**src/rtl/mc_pkg.sv**
```systemverilog
// mc_pkg: shared constants for the multi-cycle MIPS control FSM.
//  State encodings, extender modes, ALU ops, mux selects, opcode/funct
//  values and the one-hot instruction class produced by mc_decode.
package mc_pkg;
  localparam logic [2:0] S_FETCH  = 3'd0;
  localparam logic [2:0] S_DECODE = 3'd1;
  localparam logic [2:0] S_EXEC   = 3'd2;
  localparam logic [2:0] S_MEM    = 3'd3;
  localparam logic [2:0] S_WB     = 3'd4;
  localparam logic [2:0] S_ERR    = 3'd7;

  localparam logic [1:0] EOP_SEXT     = 2'd0;
  localparam logic [1:0] EOP_ZEXT     = 2'd1;
  localparam logic [1:0] EOP_LUI      = 2'd2;
  localparam logic [1:0] EOP_SEXT_SL2 = 2'd3;

  localparam logic [2:0] ALU_ADD   = 3'd0;
  localparam logic [2:0] ALU_SUB   = 3'd1;
  localparam logic [2:0] ALU_OR    = 3'd2;
  localparam logic [2:0] ALU_PASSB = 3'd3;

  localparam logic [1:0] PC_SRC_PC4 = 2'd0;
  localparam logic [1:0] PC_SRC_BR  = 2'd1;
  localparam logic [1:0] PC_SRC_JMP = 2'd2;
  localparam logic [1:0] PC_SRC_RS  = 2'd3;

  localparam logic [1:0] SRCB_RT  = 2'd0;
  localparam logic [1:0] SRCB_4   = 2'd1;
  localparam logic [1:0] SRCB_EXT = 2'd2;

  localparam logic [1:0] DST_RT = 2'd0;
  localparam logic [1:0] DST_RD = 2'd1;
  localparam logic [1:0] DST_RA = 2'd2;

  localparam logic [1:0] WD_ALU = 2'd0;
  localparam logic [1:0] WD_MDR = 2'd1;
  localparam logic [1:0] WD_PC  = 2'd2;

  localparam logic [5:0] OP_RTYPE = 6'h00;
  localparam logic [5:0] OP_J     = 6'h02;
  localparam logic [5:0] OP_JAL   = 6'h03;
  localparam logic [5:0] OP_BEQ   = 6'h04;
  localparam logic [5:0] OP_ORI   = 6'h0D;
  localparam logic [5:0] OP_LUI   = 6'h0F;
  localparam logic [5:0] OP_LW    = 6'h23;
  localparam logic [5:0] OP_SW    = 6'h2B;

  localparam logic [5:0] FUNCT_JR   = 6'h08;
  localparam logic [5:0] FUNCT_ADDU = 6'h21;
  localparam logic [5:0] FUNCT_SUBU = 6'h23;

  typedef struct packed {
    logic rtype_alu;
    logic ori;
    logic lui;
    logic lw;
    logic sw;
    logic beq;
    logic j;
    logic jal;
    logic jr;
  } cls_t;
endpackage

```
**src/rtl/mc_decode.sv**
```systemverilog
// mc_decode: combinational instruction classifier.
//  i_op, i_funct : IR opcode / function fields
//  o_cls         : one-hot instruction class (all zero when illegal)
//  o_illegal     : opcode or R-type funct not in the supported ISA
module mc_decode
  import mc_pkg::*;
(
  input  logic [5:0] i_op,
  input  logic [5:0] i_funct,
  output cls_t       o_cls,
  output logic       o_illegal
);
  always_comb begin
    o_cls     = '0;
    o_illegal = 1'b0;
    case (i_op)
      OP_RTYPE: begin
        case (i_funct)
          FUNCT_ADDU, FUNCT_SUBU: o_cls.rtype_alu = 1'b1;
          FUNCT_JR:               o_cls.jr        = 1'b1;
          default:                o_illegal       = 1'b1;
        endcase
      end
      OP_ORI:  o_cls.ori = 1'b1;
      OP_LUI:  o_cls.lui = 1'b1;
      OP_LW:   o_cls.lw  = 1'b1;
      OP_SW:   o_cls.sw  = 1'b1;
      OP_BEQ:  o_cls.beq = 1'b1;
      OP_J:    o_cls.j   = 1'b1;
      OP_JAL:  o_cls.jal = 1'b1;
      default: o_illegal = 1'b1;
    endcase
  end
endmodule

```
**src/rtl/mc_ctrl.sv**
```systemverilog
// mc_ctrl: multi-cycle MIPS control FSM (FETCH/DECODE/EXEC/MEM/WB/ERR).
//  Inputs : clk, reset_n (async low), op/funct from IR, zero from ALU,
//           mem_ready from the unified memory.
//  Outputs: memory request/write/address select, IR/PC/regfile strobes,
//           PC source, extender mode, ALU op and operand selects,
//           regfile destination / write-data selects, sticky illegal flag.
//  Only state and illegal are registered; all other outputs are decoded
//  combinationally from state and inputs.
module mc_ctrl
  import mc_pkg::*;
#(
  parameter bit MEM_HANDSHAKE = 1'b1
) (
  input  logic       clk,
  input  logic       reset_n,
  input  logic [5:0] op,
  input  logic [5:0] funct,
  input  logic       zero,
  input  logic       mem_ready,
  output logic       mem_req,
  output logic       mem_we,
  output logic       i_or_d,
  output logic       ir_wr,
  output logic       pc_wr,
  output logic [1:0] pc_src,
  output logic [1:0] eop,
  output logic [2:0] alu_op,
  output logic       alu_src_a,
  output logic [1:0] alu_src_b,
  output logic       reg_wr,
  output logic [1:0] reg_dst,
  output logic [1:0] wd_sel,
  output logic       illegal
);
  logic [2:0] r_state, w_next;
  logic       r_illegal, w_set_ill;
  cls_t       w_cls;
  logic       w_ill, w_rdy;
  logic       w_mem_req, w_mem_we, w_ir_wr, w_pc_wr, w_reg_wr;

  mc_decode u_dec (.i_op(op), .i_funct(funct), .o_cls(w_cls), .o_illegal(w_ill));

  assign w_rdy = MEM_HANDSHAKE ? mem_ready : 1'b1;

  always_ff @(posedge clk or negedge reset_n) begin
    if (!reset_n) begin
      r_state   <= S_FETCH;
      r_illegal <= 1'b0;
    end else begin
      r_state <= w_next;
      if (w_set_ill) r_illegal <= 1'b1;
    end
  end

  always_comb begin
    w_next    = r_state;
    w_set_ill = 1'b0;
    w_mem_req = 1'b0;
    w_mem_we  = 1'b0;
    i_or_d    = 1'b0;
    w_ir_wr   = 1'b0;
    w_pc_wr   = 1'b0;
    pc_src    = PC_SRC_PC4;
    eop       = EOP_SEXT;
    alu_op    = ALU_ADD;
    alu_src_a = 1'b0;
    alu_src_b = SRCB_RT;
    w_reg_wr  = 1'b0;
    reg_dst   = DST_RT;
    wd_sel    = WD_ALU;
    case (r_state)
      // IR is stale here, so nothing depends on op/funct
      S_FETCH: begin
        w_mem_req = 1'b1;
        alu_src_b = SRCB_4;
        if (w_rdy) begin
          w_ir_wr = 1'b1;
          w_pc_wr = 1'b1;
          w_next  = S_DECODE;
        end
      end
      // Branch target is computed speculatively into ALUOut every decode
      S_DECODE: begin
        alu_src_b = SRCB_EXT;
        eop       = EOP_SEXT_SL2;
        if (w_ill) begin
          w_set_ill = 1'b1;
          w_next    = S_ERR;
        end else if (w_cls.j || w_cls.jal) begin
          w_pc_wr = 1'b1;
          pc_src  = PC_SRC_JMP;
          w_next  = S_FETCH;
          // PC already holds pc+4, so the link write lands on the same edge
          if (w_cls.jal) begin
            w_reg_wr = 1'b1;
            reg_dst  = DST_RA;
            wd_sel   = WD_PC;
          end
        end else if (w_cls.jr) begin
          w_pc_wr = 1'b1;
          pc_src  = PC_SRC_RS;
          w_next  = S_FETCH;
        end else begin
          w_next = S_EXEC;
        end
      end
      S_EXEC: begin
        alu_src_a = 1'b1;
        w_next    = S_WB;
        if (w_cls.rtype_alu) begin
          alu_op = (funct == FUNCT_SUBU) ? ALU_SUB : ALU_ADD;
        end else if (w_cls.ori) begin
          eop       = EOP_ZEXT;
          alu_src_b = SRCB_EXT;
          alu_op    = ALU_OR;
        end else if (w_cls.lui) begin
          eop       = EOP_LUI;
          alu_src_b = SRCB_EXT;
          alu_op    = ALU_PASSB;
        end else if (w_cls.lw || w_cls.sw) begin
          alu_src_b = SRCB_EXT;
          w_next    = S_MEM;
        end else if (w_cls.beq) begin
          alu_op = ALU_SUB;
          w_next = S_FETCH;
          if (zero) begin
            w_pc_wr = 1'b1;
            pc_src  = PC_SRC_BR;
          end
        end else begin
          w_next = S_ERR;
        end
      end
      // Request, direction and address select are held until mem_ready
      S_MEM: begin
        w_mem_req = 1'b1;
        i_or_d    = 1'b1;
        w_mem_we  = w_cls.sw;
        if (w_rdy) w_next = w_cls.lw ? S_WB : S_FETCH;
      end
      S_WB: begin
        w_reg_wr = 1'b1;
        reg_dst  = w_cls.rtype_alu ? DST_RD : DST_RT;
        wd_sel   = w_cls.lw ? WD_MDR : WD_ALU;
        w_next   = S_FETCH;
      end
      // ERR is absorbing; unused encodings also fall into it
      default: w_next = S_ERR;
    endcase
  end

  // Strobes are killed combinationally while reset is held so an access
  // in flight is dropped in the very cycle reset asserts.
  assign mem_req = reset_n & w_mem_req;
  assign mem_we  = reset_n & w_mem_we;
  assign ir_wr   = reset_n & w_ir_wr;
  assign pc_wr   = reset_n & w_pc_wr;
  assign reg_wr  = reset_n & w_reg_wr;
  assign illegal = r_illegal;
endmodule

```
**config.mk**
```make
export PLATFORM = sky130hd
export DESIGN_NAME = mc_ctrl
export DESIGN_NICKNAME = d
export VERILOG_FILES = /design/src/rtl/mc_pkg.sv /design/src/rtl/mc_decode.sv /design/src/rtl/mc_ctrl.sv
export SDC_FILE = /design/constraint.sdc
export NUM_CORES = 1
export LEC_CHECK = 0
export CAP_MARGIN = 15
export CORE_MARGIN = 4
export CORE_UTILIZATION = 30
export CTS_CLUSTER_DIAMETER = 200
export DETAILED_ROUTE_END_ITERATION = 6
export MAX_ROUTING_LAYER = met4
export PLACE_DENSITY = 0.66
export SYNTH_ARGS = -nofsm -noshare
export SYNTH_HDL_FRONTEND = slang
export SYNTH_SLANG_ARGS = --single-unit
```
**constraint.sdc**
```tcl
create_clock -name clk -period 2.2 [get_ports clk]
set_clock_uncertainty 0.1 [all_clocks]
set_input_delay 0.33 -clock clk [delete_from_list [all_inputs] [get_ports clk]]
set_output_delay 0.33 -clock clk [all_outputs]
set_load 0.01 [all_outputs]
```
==> impl_metrics.env, run 1 <==
export IMPL_critical_path_top_delay_family="simple AND/OR/NAND/NOR gates"
export IMPL_finalWirelength_um=2570
export IMPL_path_buf_inv=2
export IMPL_fp_row_count=16
export IMPL_drive_gt1_share_pct=49.1
export IMPL_netlist_instances=91
export IMPL_p_leak_nw=0.688
export IMPL_r2r_end="r_state[2]"
export IMPL_cp_max_fo=4
export IMPL_syn_avg_cell_area_um2=6.94
export IMPL_clk_latency_ns=0.23
export IMPL_gr_total_overflow=0
export IMPL_yosysMostFrequentCell="nor2_1"
export IMPL_place_hpwl_um=1960
export IMPL_vias=947
export IMPL_p_seq_share_pct=16.7
export IMPL_synth_top_cells_by_count="10 x nor2_1, 8 x nor3_1, 7 x inv_1, 7 x nand2_1"
export IMPL_htree_levels=1
export IMPL_path_clk_slew_ns=0.04
export IMPL_max_vdd_ir_drop_v=0.000636
export IMPL_syn_nets=107
export IMPL_period_needed_ns=2.11
export IMPL_async_reset_ff_share_pct=100
export IMPL_drv_cap=0
export IMPL_dp_cells=181
export IMPL_swShare_pct=42.7
export IMPL_nets=179
export IMPL_seq_area_um2=100
export IMPL_outcome="complete, no violations"
export IMPL_die_h_um=53.9
export IMPL_area_delta_synth_final_pct=111
export IMPL_crit_path_start="r_state[2]"
export IMPL_synth_top_area_cell="dfrtp_1"
export IMPL_wl_per_cell_um=13.7
export IMPL_r2r_start="r_state[1]"
export IMPL_r2r_cells=7
export IMPL_netlist_area_um2=632
export IMPL_cts_buffer_depth=2
export IMPL_synth_area_leaders="dfrtp_1 16%, nor3_1 6.3%, nor2_1 5.9%"
export IMPL_crit_arrival_ns=1.68
export IMPL_grt_use_total_pct=20.1
export IMPL_synth_edff_count=0
export IMPL_ant_nets=0
export IMPL_endpoint_kind="output pin"
export IMPL_gp_congestion=0.946
export IMPL_yosysUniqueCellTypes=39
export IMPL_start_util_pct=31.9
export IMPL_diodes=0
export IMPL_cts_hold_fix_buffers=0
export IMPL_drtIter0Drc=19
export IMPL_p_clk_share_pct=11.0
export IMPL_cts_tree="done"
export IMPL_grt_antenna_before_repair=0
export IMPL_core_region_area_um2=1980
export IMPL_firstDrtPassIters=4
export IMPL_critPathRequiredTime_ns=1.77
export IMPL_cts_num_sinks=4
export IMPL_cts_buffers=3
export IMPL_rsz0062_at_grt="yes"
export IMPL_grt_pass1_wl_um=4210
export IMPL_die_width_um=53.9
export IMPL_cp_depth=6
export IMPL_grt_start_max_net_pins=11
export IMPL_worstSetupPathType="flop to output pin"
export IMPL_ios=37
export IMPL_yosys_warnings=0
export IMPL_synth_top_area_share_pct=15.8
export IMPL_grt_pass1_vias=972
export IMPL_p_per_area_nw_per_um2=612
export IMPL_fill_cells=178
export IMPL_crit_path_max_incr_delay_ns=0.43
export IMPL_maxSlewViolCount=0
export IMPL_clockRootBuffer="clkbuf_4"
export IMPL_drc=0
export IMPL_setup_violations=0
export IMPL_fp_dieArea_um2=2900
export IMPL_fin_cells=188
export IMPL_p_sw_mw=0.349
export IMPL_ys_seq_elements=4
export IMPL_hold_path_class="input port to async pin"
export IMPL_cp_start_kind="flop"
export IMPL_total_power_mw=0.817
export IMPL_p_int_mw=0.468
export IMPL_timing_fmax_ghz=0.473
export IMPL_finalCritPeriodShare_pct=96.1
export IMPL_ys_flop_type="dfrtp_1"
export IMPL_drt_vias_per_instance=5.04
export IMPL_yosysSeqAreaShare_pct=15.8
export IMPL_reg2reg_slack_ns=0.26
export IMPL_multiInputGateArea_um2=578
export IMPL_crit_path_cell_trace="or3_4, inv_4, nand2_4, nor3_4, a21o_1, buf_2"
export IMPL_cp_slowest_cell="or3_4"
export IMPL_combinationalPowerShare_pct=72.2
export IMPL_hold_viol=0
export IMPL_portBuffers=35
[routing by layer]
layer	GRT usage (%)	vias to the layer above	routed length (µm)
met4	11.1	0	60
met5	-	-	0
li1	-	471	-
met2	32.9	42	1300
met1	23.4	428	1040
met3	3.05	6	180
[cells by family after synthesis]
logic type	share of synthesized area (%)
compound gates	26.7
simple gates	46.7
buf+inv	10.1
other cells	0.593
flops	15.8
[power by group through the flow]
stage	sequential [mW]	clock (mW)	combinational (mW)
5_1_grt	0.141	0.103	0.645
2_1_floorplan	0.133	0	0.262
3_5_place_dp	0.134	0	0.552
3_3_place_gp	0.132	0	0.545
4_1_cts	0.133	0.0964	0.556
6_report	0.136	0.0902	0.590
[worst max path at each step]
stage	end	slack, ns
2_1_floorplan	eop[0]	0.22
3_3_place_gp	pc_wr	-0.71
3_5_place_dp	pc_wr	-0.70
4_1_cts	pc_wr	-0.04
5_1_grt	eop[0]	-0.02
6_report	eop[0]	0.09
[per-stage QoR]
| stage | util [%] | hold WS [ns] | setup TNS (ns) | worst slack, ns | cell area, µm² |
|---|---|---|---|---|---|
| 2_1_floorplan | - | -0.0656 | 0 | 0.222 | 632 |
| 3_3_place_gp | 61.7 | 0.348 | -7.49 | -0.706 | 1220 |
| 3_5_place_dp | 61.7 | 0.358 | -7.58 | -0.702 | 1220 |
| 4_1_cts | 66.0 | 0.299 | -0.0360 | -0.0360 | 1310 |
| 5_1_grt | 67.3 | 0.301 | -0.0472 | -0.0191 | 1330 |
| 6_report | 67.3 | 0.307 | 0 | 0.0854 | 1330 |
[flip-flops by register name (all words and copies together), names as in the netlist]
register,cells
r_state,3
illegal,1
[cell usage in the layout, fill, tap and decap left out, types with 3 or more instances in the layout]
cell             Yosys  layout
o21a_1               4       4
nor2_1              10      10
nor3_1               8       4
dlymetal6s2s_1       0       4
buf_6                1       5
clkdlybuf4s15_1      0       3
clkbuf_4             0       3
clkbuf_2             0       9
a21o_1               4       4
nor3_4               0       3
buf_2                0       6
nand3b_1             4       4
inv_1                7       6
nand2_1              7       6
dlygate4sd2_1        0       5
dfrtp_1              4       4
clkdlybuf4s50_1      0       6
buf_4                3      32
[area by class of cell]
cell class	instances	area share, %
Multi-Input combinational cell	75	43.3
Inverter	8	2.44
Tap cell	27	2.53
Clock buffer	3	1.69
Sequential cell	4	7.50
Timing Repair Buffer	71	42.5
[timing repair]
action                                  in CTS  in global routing
endpoints found under the setup margin      18                 14
pin swaps                                   11                 15
gates resized for setup                     67                 35
setup buffers                                3                  1
(Power assumes the default switching activity.)
==> run 2, diff against run 1 <==
--- a/config.mk
+++ b/config.mk
@@ -12,6 +12,6 @@
 export DETAILED_ROUTE_END_ITERATION = 6
 export MAX_ROUTING_LAYER = met4
-export PLACE_DENSITY = 0.66
 export SYNTH_ARGS = -nofsm -noshare
 export SYNTH_HDL_FRONTEND = slang
+export SYNTH_HIERARCHICAL = 1
 export SYNTH_SLANG_ARGS = --single-unit
==> constraint.sdc (replaced) <==
create_clock -name clk -period 2.2 [get_ports clk]
set_clock_uncertainty 0.1 [all_clocks]
set_input_delay 0.33 -clock clk [delete_from_list [all_inputs] [get_ports clk]]
set_output_delay 0.33 -clock clk [all_outputs]
set_load 0.1 [all_outputs]
==> run 2 against run 1 <==
The run now ends with setup timing left. Final area rose by 31%. Clock power rose by 4.0%. Combinational power barely moved. Register-to-register slack improved by 0.44 ns. Critical path type is now input port to output pin. Highest routed layer unchanged.
==> impl_metrics.env, run 2 <==
export IMPL_outcome="finished, violations left"
export IMPL_violations="setup timing"
export IMPL_hold_path_class="input port to async pin"
export IMPL_mostFrequentLayoutCell="buf_4"
export IMPL_drv_cap=0
export IMPL_cp_slowest_cell="or4b_4"
export IMPL_synthAdderAreaFrac_pct=0
export IMPL_fp_dieArea_um2=3150
export IMPL_crit_path_cell_trace="buf_6, or4b_4, a41oi_2, o21ai_2, nor4b_4, nand2b_1, a31oi_4, buf_12"
export IMPL_cts_tree="done"
export IMPL_yosysUniqueCellTypes=38
export IMPL_yosysMostFrequentCell="nor2_1"
export IMPL_start_util_pct=31.4
export IMPL_cts_hold_fix_buffers=0
export IMPL_wl_met1_um=1210
export IMPL_drtIter0Drc=22
export IMPL_setup_ws_ns=-0.296
export IMPL_synth_top_cells_by_count="12 x nor2_1, 9 x nand2_1"
export IMPL_grt_pass1_vias=1125
export IMPL_timing_fmax_ghz=0.401
export IMPL_r2r_start="r_state[0]"
export IMPL_hold_viol=0
export IMPL_ios=37
export IMPL_grt_start_max_net_pins=10
export IMPL_multiInputGateArea_um2=754
export IMPL_fin_area_um2=1750
export IMPL_htree_levels=1
export IMPL_routed_wl_met2_um=1680
export IMPL_maxSlewViolCount=0
export IMPL_crit_path_start="op[2]"
export IMPL_synth_top_family_by_area="simple AND/OR/NAND/NOR gates"
export IMPL_diodes=0
export IMPL_die_width_um=56.1
export IMPL_yosysSeqAreaShare_pct=14.4
export IMPL_cts_buffer_depth=2
export IMPL_yosys_area_share_simple_pct=58.0
export IMPL_setup_tns_ns=-1.91
export IMPL_path_buf_inv=2
export IMPL_grt_antenna_before_repair=0
export IMPL_cts_buffers=3
export IMPL_async_reset_ff_share_pct=100
export IMPL_fill_cells=146
export IMPL_worstSetupPathType="input port to output pin"
export IMPL_synth_top_area_cell="dfrtp_1"
export IMPL_drc=0
export IMPL_firstDrtPassIters=4
export IMPL_die_h_um=56.1
export IMPL_synth_area_leaders="dfrtp_1 14%, buf_6 6.5%, nor2_1 6.5%"
export IMPL_netlist_area_um2=694
export IMPL_synth_xor_area_share_pct=0
export IMPL_ant_nets=0
export IMPL_largest_reg_flops=3
export IMPL_max_vdd_ir_drop_v=0.000580
export IMPL_top_register="r_state"
export IMPL_syn_avg_cell_area_um2=7.31
export IMPL_gp_congestion=0.861
export IMPL_clockRootBuffer="clkbuf_4"
export IMPL_path_clk_slew_ns=0.04
export IMPL_drive_gt1_share_pct=67.1
export IMPL_netlist_instances=95
export IMPL_ys_flop_type="dfrtp_1"
export IMPL_placed_area_um2=1540
export IMPL_grt_pass1_wl_um=5240
export IMPL_crit_path_max_incr_delay_ns=0.53
export IMPL_clk_latency_ns=0.24
export IMPL_endpoint_kind="output pin"
export IMPL_cp_max_fo=2
export IMPL_synth_edff_count=0
export IMPL_top_layer="met4"
export IMPL_portBuffers=35
export IMPL_core_region_area_um2=2210
export IMPL_crit_arrival_ns=2.07
export IMPL_place_hpwl_um=2190
export IMPL_critPathRequiredTime_ns=1.77
export IMPL_cp_start_kind="input port"
export IMPL_period_needed_ns=2.50
export IMPL_p_leak_nw=0.736
export IMPL_synth_compound_area_share_pct=16.6
export IMPL_drt_vias_per_instance=5.49
export IMPL_synth_top_area_share_pct=14.4
export IMPL_nets=182
export IMPL_wl_per_cell_um=16.4
export IMPL_yosys_warnings=6
export IMPL_finalWirelength_um=3150
export IMPL_gr_total_overflow=0
export IMPL_p_per_area_nw_per_um2=471
export IMPL_seq_area_um2=100
export IMPL_syn_nets=111
export IMPL_ys_seq_elements=4
export IMPL_rsz0062_at_grt="yes"
export IMPL_routed_wl_met3_um=185
export IMPL_cts_num_sinks=4
export IMPL_finalCritPeriodShare_pct=113
export IMPL_setup_violations=12
export IMPL_area_delta_synth_final_pct=152
export IMPL_critical_path_top_delay_family="simple AND/OR/NAND/NOR gates"
export IMPL_synth_mux_area_share_pct=0
export IMPL_vias=1055
export IMPL_grt_use_total_pct=20.9
export IMPL_final_cell_mix="34 x buf_4, 19 x buf_12, 10 x buf_6, 8 x nor2_1, 7 x nand2_1"
export IMPL_fp_row_count=17
run 2: routing by layer:
layer  global-route usage (%)  vias up
met5                        -        -
met4                     6.78        0
met3                     2.55        8
met2                     39.1       44
met1                     22.6      505
li1                         -      498
run 2: power breakdown:
group          internal [mW]  switching, mW
Clock                 0.0612         0.0326
Sequential             0.102         0.0397
Combinational          0.219          0.370
Total                  0.382          0.442
run 2: cell type report:
type | count | area share [%]
tap | 28 | 2.00
inverter | 2 | 0.429
clock buffer | 3 | 1.29
sequential | 4 | 5.71
timing repair buffer | 73 | 47.5
multi-input combinational | 82 | 43.1
run 2: kinds of logic (layout without fill, tap and decap cells):
family / Yosys count / in the layout
AOI/OAI and AO/OA: 16 / 16
buffers and inverters: 9 / 78
other: 1 / 1
and+or+nand+nor: 65 / 65
DFF: 4 / 4
run 2: what timing repair did:
item | CTS | global route
cloned | 0 | 0
setup endpoints to repair | 15 | 13
resized for setup | 74 | 6
pin swaps | 21 | 9
buffers inserted | 4 | 2
run 2: stage by stage:
| stage | hold WS, ns | utilization, % | power, mW | std cells | setup slack, ns |
|---|---|---|---|---|---|
| 2_1_floorplan | -0.0656 | - | 0.514 | 95 | -0.557 |
| 3_3_place_gp | 0.349 | 69.5 | 0.676 | 183 | -0.707 |
| 3_5_place_dp | 0.404 | 69.5 | 0.688 | 183 | -0.730 |
| 4_1_cts | 0.305 | 77.3 | 0.814 | 190 | -0.327 |
| 5_1_grt | 0.344 | 79.2 | 0.864 | 192 | -0.351 |
| 6_report | 0.317 | 79.2 | 0.825 | 192 | -0.296 |
run 2: worst paths after layout:
kind                              endpoint  slack, ns  depth (start not counted)
worst max-delay path                 pc_wr      -0.30                          8
worst min-delay path               illegal       0.32                          2
worst max register to register  r_state[0]       0.70                          4
worst min register to register     illegal       0.41                          1
max in group asynchronous       r_state[0]       1.56                          2
min in group clk                   illegal       0.41                          1
==> run 3, diff against run 2 <==
- CTS_BUF_LIST: default -> sky130_fd_sc_hd__clkbuf_8
==> run 3 against run 2 <==
The flow still finishes with violations (setup timing). Clock power up 70%. First-iteration DRC count up 32%. Sequential share of layout area decreased by 0.061 points. Die area stayed put. Critical path type unchanged. Critical endpoint unchanged. Largest power group unchanged.
==> impl_metrics.env, run 3 (synthesis results as in run 2) <==
export IMPL_crit_arrival_ns=2.07
export IMPL_drtIter0Drc=29
export IMPL_grt_start_max_net_pins=10
export IMPL_hold_viol=0
export IMPL_cp_start_kind="input port"
export IMPL_cp_max_fo=3
export IMPL_grt_pass1_wl_um=5280
export IMPL_outcome="finished, violations left"
export IMPL_mostFrequentLayoutCell="buf_4"
export IMPL_vias=1064
export IMPL_fp_dieArea_um2=3150
export IMPL_ant_nets=0
export IMPL_dp_slack_ns=-0.730
export IMPL_fp_row_count=17
export IMPL_fin_area_um2=1770
export IMPL_core_region_area_um2=2210
export IMPL_fin_hold_ws_ns=0.341
export IMPL_seq_area_um2=100
export IMPL_critPathRequiredTime_ns=1.77
export IMPL_crit_path_start="op[4]"
export IMPL_nets=182
export IMPL_grt_use_total_pct=21.1
export IMPL_largest_reg_flops=3
export IMPL_setup_ws_ns=-0.299
export IMPL_fin_cells=192
export IMPL_portBuffers=35
export IMPL_cts_buffers=3
export IMPL_multiInputGateArea_um2=754
export IMPL_grt_pass1_vias=1142
export IMPL_place_hpwl_um=2190
export IMPL_violations="setup timing"
export IMPL_grt_antenna_before_repair=0
export IMPL_cts_hold_fix_buffers=0
export IMPL_drt_vias_per_instance=5.54
export IMPL_placed_area_um2=1540
export IMPL_maxSlewViolCount=0
export IMPL_dp_cells=183
export IMPL_die_h_um=56.1
export IMPL_worstSetupPathType="input port to output pin"
export IMPL_clockRootBuffer="clkbuf_8"
export IMPL_cts_tree="done"
export IMPL_p_per_area_nw_per_um2=503
export IMPL_r2r_end="r_state[0]"
export IMPL_drv_cap=0
export IMPL_period_needed_ns=2.50
export IMPL_drive_gt1_share_pct=67.1
export IMPL_fill_cells=145
export IMPL_setup_violations=10
export IMPL_reg2reg_slack_ns=0.72
export IMPL_timing_fmax_ghz=0.400
export IMPL_firstDrtPassIters=4
export IMPL_area_delta_synth_final_pct=155
export IMPL_wl_per_cell_um=16.9
export IMPL_gp_congestion=0.861
export IMPL_final_cell_mix="34 x buf_4, 19 x buf_12, 10 x buf_6, 8 x nor2_1, 7 x nand2_1"
export IMPL_hold_path_class="input port to async pin"
export IMPL_drc=0
export IMPL_finalCritPeriodShare_pct=114
export IMPL_endpoint_kind="output pin"
export IMPL_start_util_pct=31.4
export IMPL_p_leak_nw=0.743
export IMPL_gr_total_overflow=0
export IMPL_crit_end="pc_wr"
export IMPL_r2r_cells=4
export IMPL_rsz0062_at_grt="yes"
export IMPL_htree_levels=1
export IMPL_diodes=0
export IMPL_die_width_um=56.1
export IMPL_path_clk_slew_ns=0.03
export IMPL_cts_num_sinks=4
export IMPL_ios=37
export IMPL_max_vdd_ir_drop_v=0.000602
export IMPL_top_register="r_state"
export IMPL_finalWirelength_um=3240
export IMPL_cts_buffer_depth=2
export IMPL_clk_latency_ns=0.22
export IMPL_r2r_start="r_state[0]"
## run 3: cell types whose count changed in the layout (fill, tap and decap cells not counted)
cell,before,now
clkbuf_4,3,0
clkbuf_8,0,3
## run 3: worst min path at each step
stage               endpoint  slack [ns]  cells past startpoint
floorplan            illegal       -0.07                      0
global placement     illegal        0.35                      1
detailed placement   illegal        0.40                      1
CTS                  illegal        0.33                      2
global route         illegal        0.38                      2
finish               illegal        0.34                      2
## run 3: metal layers
metal	part of all wire (%)	up-vias	track usage [%]
li1	-	496	-
met1	39	520	22.6
met2	53	40	39.6
met3	4.6	8	2.55
met4	2.7	0	6.78
met5	0	-	-
## run 3: worst max-delay path: stages
cell and delay [ns]:
clkdlybuf4s15_2 0.23, nor2_2 0.12, nand2_2 0.07, nor4_2 0.35, nor3b_4 0.30, nand4_1 0.12
buf_4 0.18, a31oi_4 0.18, buf_12 0.19
## run 3: cell type report
| type | count | share of cell area [%] |
|---|---|---|
| Clock buffer | 3 | 2.33 |
| Inverter | 2 | 0.424 |
| Multi-Input combinational cell | 82 | 42.6 |
| Sequential cell | 4 | 5.65 |
| Tap cell | 28 | 1.98 |
| Timing Repair Buffer | 73 | 47.0 |
## run 3: stage by stage
step / TNS (ns) / utilization, % / power, mW
after CTS: -1.74 / 78.2 / 0.877
after global routing: -2.59 / 80.0 / 0.923
final: -1.85 / 80.0 / 0.891
after global placement: -8.22 / 69.5 / 0.676
after floorplan: -2.72 / - / 0.514
after detailed placement: -8.23 / 69.5 / 0.688
## run 3: report_power, final
part | total [mW] | leakage, nW | switching, mW | internal, mW
Combinational | 0.590 | 0.683 | 0.371 | 0.219
Sequential | 0.143 | 0.0385 | 0.0402 | 0.102
Clock | 0.159 | 0.0216 | 0.0419 | 0.117
Total | 0.891 | 0.743 | 0.453 | 0.438
## run 3: timing repair
item | CTS | global route
endpoints found under the setup margin | 15 | 13
buffers inserted | 4 | 2
pin swaps | 21 | 9
gates resized for setup | 74 | 6
